--- config.mk ---
export PLATFORM = sky130hd
export DESIGN_NAME = avalon_mm_mult_host
export DESIGN_NICKNAME = d
export VERILOG_FILES = /design/src/rtl/avalon_mm_mult_host.sv
export SDC_FILE = /design/constraint.sdc
export NUM_CORES = 1
export LEC_CHECK = 0
export BUFFER_PORTS_ARGS = -buffer_cell sky130_fd_sc_hd__buf_2
export CORE_ASPECT_RATIO = 1.75
export CORE_UTILIZATION = 25
export DETAILED_ROUTE_END_ITERATION = 8
export PLACE_DENSITY_LB_ADDON = 0.08
export SETUP_SLACK_MARGIN = 0.4
export SYNTH_ARGS = -nofsm -noshare
export SYNTH_HDL_FRONTEND = slang
export SYNTH_SLANG_ARGS = --single-unit
--- constraint.sdc ---
create_clock -name clk -period 5.75 [get_ports clk]
set_clock_uncertainty 0.2 [all_clocks]
set_input_delay 0.2875 -clock clk [delete_from_list [all_inputs] [get_ports clk]]
set_output_delay 0.2875 -clock clk [all_outputs]
set_load 0.1 [all_outputs]
--- src/rtl/avalon_mm_mult_host.sv ---
`timescale 1ns/1ps
// Avalon-MM host that runs one multiply job on the multiplier slave: write A, B, start, poll STATUS, read RES_LO/RES_HI.
// Latency: res_valid 9 edges after job accept when nothing stalls. Backpressure: commands hold under waitrequest; the result holds until res_ready.
module avalon_mm_mult_host #(
  parameter int SZ         = 32,
  parameter int ADDR_W     = 4,
  parameter int POLL_LIMIT = 1024
) (
  input  logic              clk,
  input  logic              _rst,
  input  logic              job_valid,
  output logic              job_ready,
  input  logic [SZ-1:0]     job_a,
  input  logic [SZ-1:0]     job_b,
  output logic              res_valid,
  input  logic              res_ready,
  output logic [2*SZ-1:0]   res_data,
  output logic              res_timeout,
  output logic [ADDR_W-1:0] avm_address,
  output logic              avm_read,
  output logic              avm_write,
  output logic [SZ-1:0]     avm_writedata,
  input  logic [SZ-1:0]     avm_readdata,
  input  logic              avm_waitrequest,
  input  logic              avm_readdatavalid
);

  localparam int CW = $clog2(POLL_LIMIT + 1);
  localparam logic [CW-1:0] LAST_POLL = CW'(POLL_LIMIT - 1);

  localparam logic [ADDR_W-1:0] REG_A      = ADDR_W'(0);
  localparam logic [ADDR_W-1:0] REG_B      = ADDR_W'(1);
  localparam logic [ADDR_W-1:0] REG_CTRL   = ADDR_W'(2);
  localparam logic [ADDR_W-1:0] REG_STATUS = ADDR_W'(3);
  localparam logic [ADDR_W-1:0] REG_RES_LO = ADDR_W'(4);
  localparam logic [ADDR_W-1:0] REG_RES_HI = ADDR_W'(5);

  typedef enum logic [3:0] {
    IDLE, WR_A, WR_B, WR_GO, RD_ST, WT_ST, RD_LO, WT_LO, RD_HI, WT_HI, DONE
  } state_t;

  state_t        state, state_n;
  logic [SZ-1:0] a_q, b_q;
  logic [CW-1:0] poll_cnt;
  logic          job_take;
  logic          poll_miss;
  logic          poll_expired;

  assign job_take     = (state == IDLE) && job_valid && job_ready;
  assign poll_miss    = (state == WT_ST) && avm_readdatavalid && !avm_readdata[0];
  assign poll_expired = poll_miss && (poll_cnt == LAST_POLL);
  assign res_valid    = (state == DONE);

  // Command outputs decode straight from the state, so they stay put while stalled.
  always_comb begin
    state_n       = state;
    avm_address   = '0;
    avm_read      = 1'b0;
    avm_write     = 1'b0;
    avm_writedata = '0;
    case (state)
      IDLE:  if (job_take) state_n = WR_A;
      WR_A: begin
        avm_write     = 1'b1;
        avm_address   = REG_A;
        avm_writedata = a_q;
        if (!avm_waitrequest) state_n = WR_B;
      end
      WR_B: begin
        avm_write     = 1'b1;
        avm_address   = REG_B;
        avm_writedata = b_q;
        if (!avm_waitrequest) state_n = WR_GO;
      end
      WR_GO: begin
        avm_write     = 1'b1;
        avm_address   = REG_CTRL;
        avm_writedata = SZ'(1);
        if (!avm_waitrequest) state_n = RD_ST;
      end
      RD_ST: begin
        avm_read    = 1'b1;
        avm_address = REG_STATUS;
        if (!avm_waitrequest) state_n = WT_ST;
      end
      WT_ST: begin
        if (avm_readdatavalid) begin
          if (avm_readdata[0]) state_n = RD_LO;
          else if (poll_expired) state_n = DONE;
          else state_n = RD_ST;
        end
      end
      RD_LO: begin
        avm_read    = 1'b1;
        avm_address = REG_RES_LO;
        if (!avm_waitrequest) state_n = WT_LO;
      end
      WT_LO: if (avm_readdatavalid) state_n = RD_HI;
      RD_HI: begin
        avm_read    = 1'b1;
        avm_address = REG_RES_HI;
        if (!avm_waitrequest) state_n = WT_HI;
      end
      WT_HI: if (avm_readdatavalid) state_n = DONE;
      DONE:  if (res_ready) state_n = IDLE;
      default: state_n = IDLE;
    endcase
  end

  always_ff @(posedge clk or negedge _rst) begin
    if (!_rst) begin
      state       <= IDLE;
      job_ready   <= 1'b0;
      a_q         <= '0;
      b_q         <= '0;
      poll_cnt    <= '0;
      res_data    <= '0;
      res_timeout <= 1'b0;
    end else begin
      state     <= state_n;
      // Registered so it is low through reset and rises the cycle after a result handoff.
      job_ready <= (state_n == IDLE);
      if (job_take) begin
        a_q      <= job_a;
        b_q      <= job_b;
        poll_cnt <= '0;
      end
      if (poll_miss) poll_cnt <= poll_cnt + 1'b1;
      if (poll_expired) begin
        res_timeout <= 1'b1;
        res_data    <= '0;
      end
      if ((state == WT_LO) && avm_readdatavalid) res_data[SZ-1:0] <= avm_readdata;
      if ((state == WT_HI) && avm_readdatavalid) res_data[2*SZ-1:SZ] <= avm_readdata;
      if ((state == DONE) && res_ready) res_timeout <= 1'b0;
    end
  end

endmodule

After elaboration in Yosys (flattened, before gate mapping)

Index checks and enable logic that the tools add are counted.

Input port bits: 102
Register bits: 145
Output and inout bits: 105
Logic and storage cells: 62

Reductions and logical operators: 17
Multiplexer cells: 25
Equality and inequality tests: 11
Add/sub/neg operators: 1

Operator list:

| cell                  | count |
|---|---|
| $pmux 32 s3           | 1 |
| $mux 32               | 2 |
| $mux 64               | 1 |
| $mux 4                | 13 |
| $pmux 4 s11           | 1 |
| $mux 11               | 2 |
| $eq 4x3->1 const B    | 4 |
| $pmux 3 s5            | 1 |
| $eq 4x4->1 const B    | 3 |
| $add 11x1->11 const B | 1 |
| $eq 11x10->1 const B  | 1 |
| $eq 4x2->1 const B    | 2 |
| $logic_and 1x1->1     | 8 |
| $logic_not 4->1       | 2 |
| $reduce_bool 2->1     | 4 |
| $reduce_or 3->1       | 2 |
| $eq 4x1->1 const B    | 1 |
| $mux 1                | 4 |
| $logic_not 1->1       | 1 |

Longest topological paths before layout

Word-level depth: 9
Mapped depth: 8
Mapped depth without buffers: 6

Worst setup path after synthesis

OpenSTA, ideal clock, no wires.

Path type: reg-to-output
Start point: reg state[1]
End point: out avm_address[0]
Path slack: 2055 ps
Cell stages (with the launch flop): 5
Data arrival time: 3208 ps
Required time: 5263 ps
Cell sequence: dfrtp_1 clkbuf_1 clkbuf_1 nor3_1 a211oi_1

Cells in the longest elaborated chain, start to end: 2
Elaborated cells on any way between the ends: 6

Ends and longest elaborated chain:

| item                                     | line | source |
|---|---|---|
| start, declared                          | 42   | `state_t state, state_n;` |
| start signal, assigned                   | 120  | `state <= state_n;` |
| $eq 4x4->1, or another cell as far along | 61   | `case (state)` |
| $pmux 3 s5 *                             | 61   |  |
| end, declared                            | 19   | `output logic [ADDR_W-1:0] avm_address,` |

Mark *: on every way between the ends. The rest lies on a longest branch, timed or not.

Worst setup path in the final report

Start point: reg state[3]
End point: out avm_writedata[23]

Cells in the longest elaborated chain, start to end: 2
Elaborated cells on any way between the ends: 4

Ends and longest elaborated chain:

| item                                            | line | source |
|---|---|---|
| $eq 4x2->1 / $eq 4x1->1 (equally long branches) | 61   |  |
| $pmux 32 s3 *                                   | 61   |  |
| end, declared                                   | 22   | `output logic [SZ-1:0] avm_writedata,` |

Marked as above.

==> flow_metrics.py <==
metrics = {
    "sta": {
        "slew_viol_final": 0,
        "slew_headroom": 0.460,
        "rsz0062_at_grt": "no",
        "period_share": 0.540,
        "fin_crit_ps": 3110,
        "fmax_ghz": 0.322,
        "worst_pin_slew_ps": 804,
        "setup_viol": 0,
        "report.final.hold_viol_count": 0,
        "setup_tns_ps": 0,
    },
    "logic_synthesis": {
        "yosys-top-cells-area": "dfrtp_1, nand2_1, a22o_1, o21ai_1, o21ai_0",
        "yosysWarnings": 0,
        "muxShareOfSynthArea": 0.00339,
        "yosysTopAreaCellShare": 0.577,
        "avgSynthCellArea_um2": 8.74,
        "ys_seq_area_frac": 0.577,
        "synth_top_area_cell": "dfrtp_1",
        "synthXorXnorAreaFrac": 0.00279,
        "synth_top_family_by_area": "simple AND/OR/NAND/NOR gates",
        "ys_seq_elements": 145,
        "syn-cell-area_mm2": 0.00628,
        "syn_inst": 719,
        "yosys.area_share.simple": 0.251,
        "synth_compound_area_frac": 0.125,
        "synthDistinctLibCells": 40,
        "synth_fa_ha_area_frac": 0.00199,
        "synthesis.nets": 822,
    },
    "die": {
        "rows": 76,
        "start_util": 0.255,
        "io_pins": 207,
        "die_h_um": 212,
        "design.core.area_mm2": 0.0246,
        "fp.dieArea_mm2": 0.0258,
        "dieWidth_um": 122,
    },
    "placed_design": {
        "portBuffers": 205,
        "postPlaceCellArea_mm2": 0.00756,
        "place.gp.congestion": 0.742,
        "placed_cells": 1196,
        "hpwl_mm": 12.6,
    },
    "power": {
        "switching_power_mw": 2.99,
        "vdd_ir_drop_max_mv": 0.277,
        "switching_share": 0.525,
        "power_density_mw_per_mm2": 620,
        "pwr-share-comb": 0.485,
        "seqPwrFrac": 0.299,
        "finalPower_mw": 5.70,
        "p_clk_frac": 0.217,
        "intPower_mw": 2.71,
        "p_leak_nw": 4.74,
    },
    "detailed_routing": {
        "drt_iter0_drc": 219,
        "drt-wirelength-per-cell_um": 14.9,
        "wirelength_mm": 19.7,
        "dr_total_vias": 5865,
        "dr.pass1.iters": 4,
        "drt-vias-per-instance": 4.42,
        "drc_errors": 0,
        "drtAntennaViolNets": 0,
    },
    "final_layout": {
        "final_cell_area_mm2": 0.00919,
        "area_delta_synth_final_pct": 46.3,
        "antenna_cells": 0,
        "final_nets": 1104,
        "finalNonFillerCells": 1326,
        "drive_above_1_share": 0.253,
    },
    "clock_tree": {
        "cts_buffer_depth": 2,
        "cts_setup_buffers": 0,
        "clk_pin_slew_worst_paths_ps": 60,
        "cts_tree": "built",
        "clkLatencyLatePin_ps": 420,
        "htreeDepth": 4,
        "cts.sinks": 145,
        "root_buffer": "clkbuf_16",
        "cts_buffers": 17,
    },
    "hold_path": {
        "hold_path.class": "in2async",
    },
    "global_routing": {
        "grt_pass1_wl_mm": 31.3,
        "grt_max_degree": 69,
        "antenna_found_initial": 0,
        "grt_pass1_vias": 6022,
        "overflow": 0,
        "groute.usage.overall": 0.158,
    },
    "job": {
        "drv_cap": 0,
    },
    "worst_setup_path": {
        "cp_data_required_time_ps": 5260,
        "crit_fanout": 31,
        "path_class": "reg2out",
        "crit_path_end_kind": "primary output",
        "start_kind": "flop",
        "critPathArrivalTime_ps": 2620,
        "r2r_slack_ps": 2840,
    },
    "outcome": {
        "status": "finished, final reports clean",
    },
}
==> cell type report <==
type	instances	area (um^2)
fill	2658	15400
sequential	145	3630
multi-input combinational	525	2440
timing repair buffer	312	2080
clock buffer	18	439
tap	312	390
clock inverter	14	210
==> worst max-delay path, cell delays in order (launching register included) <==
cell and delay [ps]:
dfrtp_1 500, or2_1 390, nor3b_2 210, buf_4 400
a22o_1 240, buf_2 430
==> path summary, 6_finish.rpt <==
kind / from / end / depth (start not counted)
hold / removal: _rst / res_data[4] / 2
min in group clk: avm_readdatavalid / state[1] / 4
max in group asynchronous: _rst / b_q[24] / 3
setup reg to reg: state[1] / res_data[45] / 5
hold reg to reg: b_q[7] / b_q[7] / 2
setup / recovery: state[3] / avm_writedata[23] / 5
==> cell usage in the layout, fill, tap and decap left out, drive strengths merged, types with 2 or more instances in the layout <==
cell,count
a21oi,6
a22o,32
a31oi,3
and3,3
buf,214
bufinv,5
clkbuf,18
clkinv,4
clkinvlp,3
dfrtp,145
dlygate4sd3,98
inv,2
nand2,331
nand2b,4
nand3,3
nand3b,2
nand4,5
nor2,21
nor2b,8
nor3,4
nor4,2
o211ai,2
o21ai,76
o31ai,3
or2,3
or3,2
or4,2
xor2,2
==> cell usage after synthesis <==
cell type / instances
nand3_1: 3
or4_4: 1
nor3_2: 1
nand4_1: 5
or2_1: 1
nor2b_1: 8
a22oi_1: 1
o22ai_1: 1
or4_1: 1
nand2b_1: 4
ha_1: 1
o221ai_1: 1
buf_4: 3
a211oi_1: 1
xor2_1: 2
and2_0: 1
nor2_1: 21
o21a_1: 1
dfrtp_1: 145
buf_6: 4
nor3_1: 3
nor4_1: 2
mux2_2: 1
o21ai_1: 50
a31oi_1: 3
or3_1: 2
o21ai_0: 26
nand2_1: 331
conb_1: 1
a22o_1: 32
mux2i_1: 1
and3_1: 3
nand3b_1: 2
a21oi_1: 6
nor3b_1: 1
o211ai_1: 2
o31ai_1: 3
buf_2: 10
clkbuf_1: 32
or2_2: 2
==> what timing repair did <==
item / 4_1_cts / 5_1_grt
hold endpoints to repair: 159 / 0
endpoints found under the setup margin: 0 / 0
gates resized for setup: 0 / 0
hold buffers: 98 / 0
==> sequential cells by signal, indices dropped and copies added, names as in the netlist <==
signal,cells
res_data,64
a_q,32
b_q,32
poll_cnt,11
state,4
job_ready,1
res_timeout,1
==> power groups by stage <==
stage,clock network [mW],registers (mW),logic (mW)
6_report,1.24,1.70,2.76
3_5_place_dp,0,1.73,2.73
4_1_cts,1.29,1.71,2.79
2_1_floorplan,0,3.00,0.938
3_3_place_gp,0,1.72,2.72
5_1_grt,1.32,1.77,2.93
==> kinds of logic after synthesis <==
logic type	count (synthesis)
other cells	1
flops	145
compound gates	127
buf+inv	49
simple gates	392
fa+ha+maj	1
xor+xnor	2
mux	2
==> stage by stage <==
step,hold slack [ps],utilization,worst slack [ps]
final,109,0.373,2640
after global routing,127,0.373,2480
after CTS,93.5,0.373,2580
after detailed placement,3.25,0.307,2810
after global placement,4.48,0.307,2860
after floorplan,-208,-,2050
==> per-layer routing <==
metal | wire length [um] | global-route usage | up-vias | part of all wire
met5 | 0 | 0 | - | 0
met4 | 221 | 0.0524 | 0 | 0.011
met3 | 1170 | 0.0431 | 13 | 0.059
met2 | 10000 | 0.277 | 159 | 0.51
met1 | 8320 | 0.183 | 2777 | 0.42
li1 | - | - | 2916 | -
No activity file was read; power rests on OpenSTA's default activity.
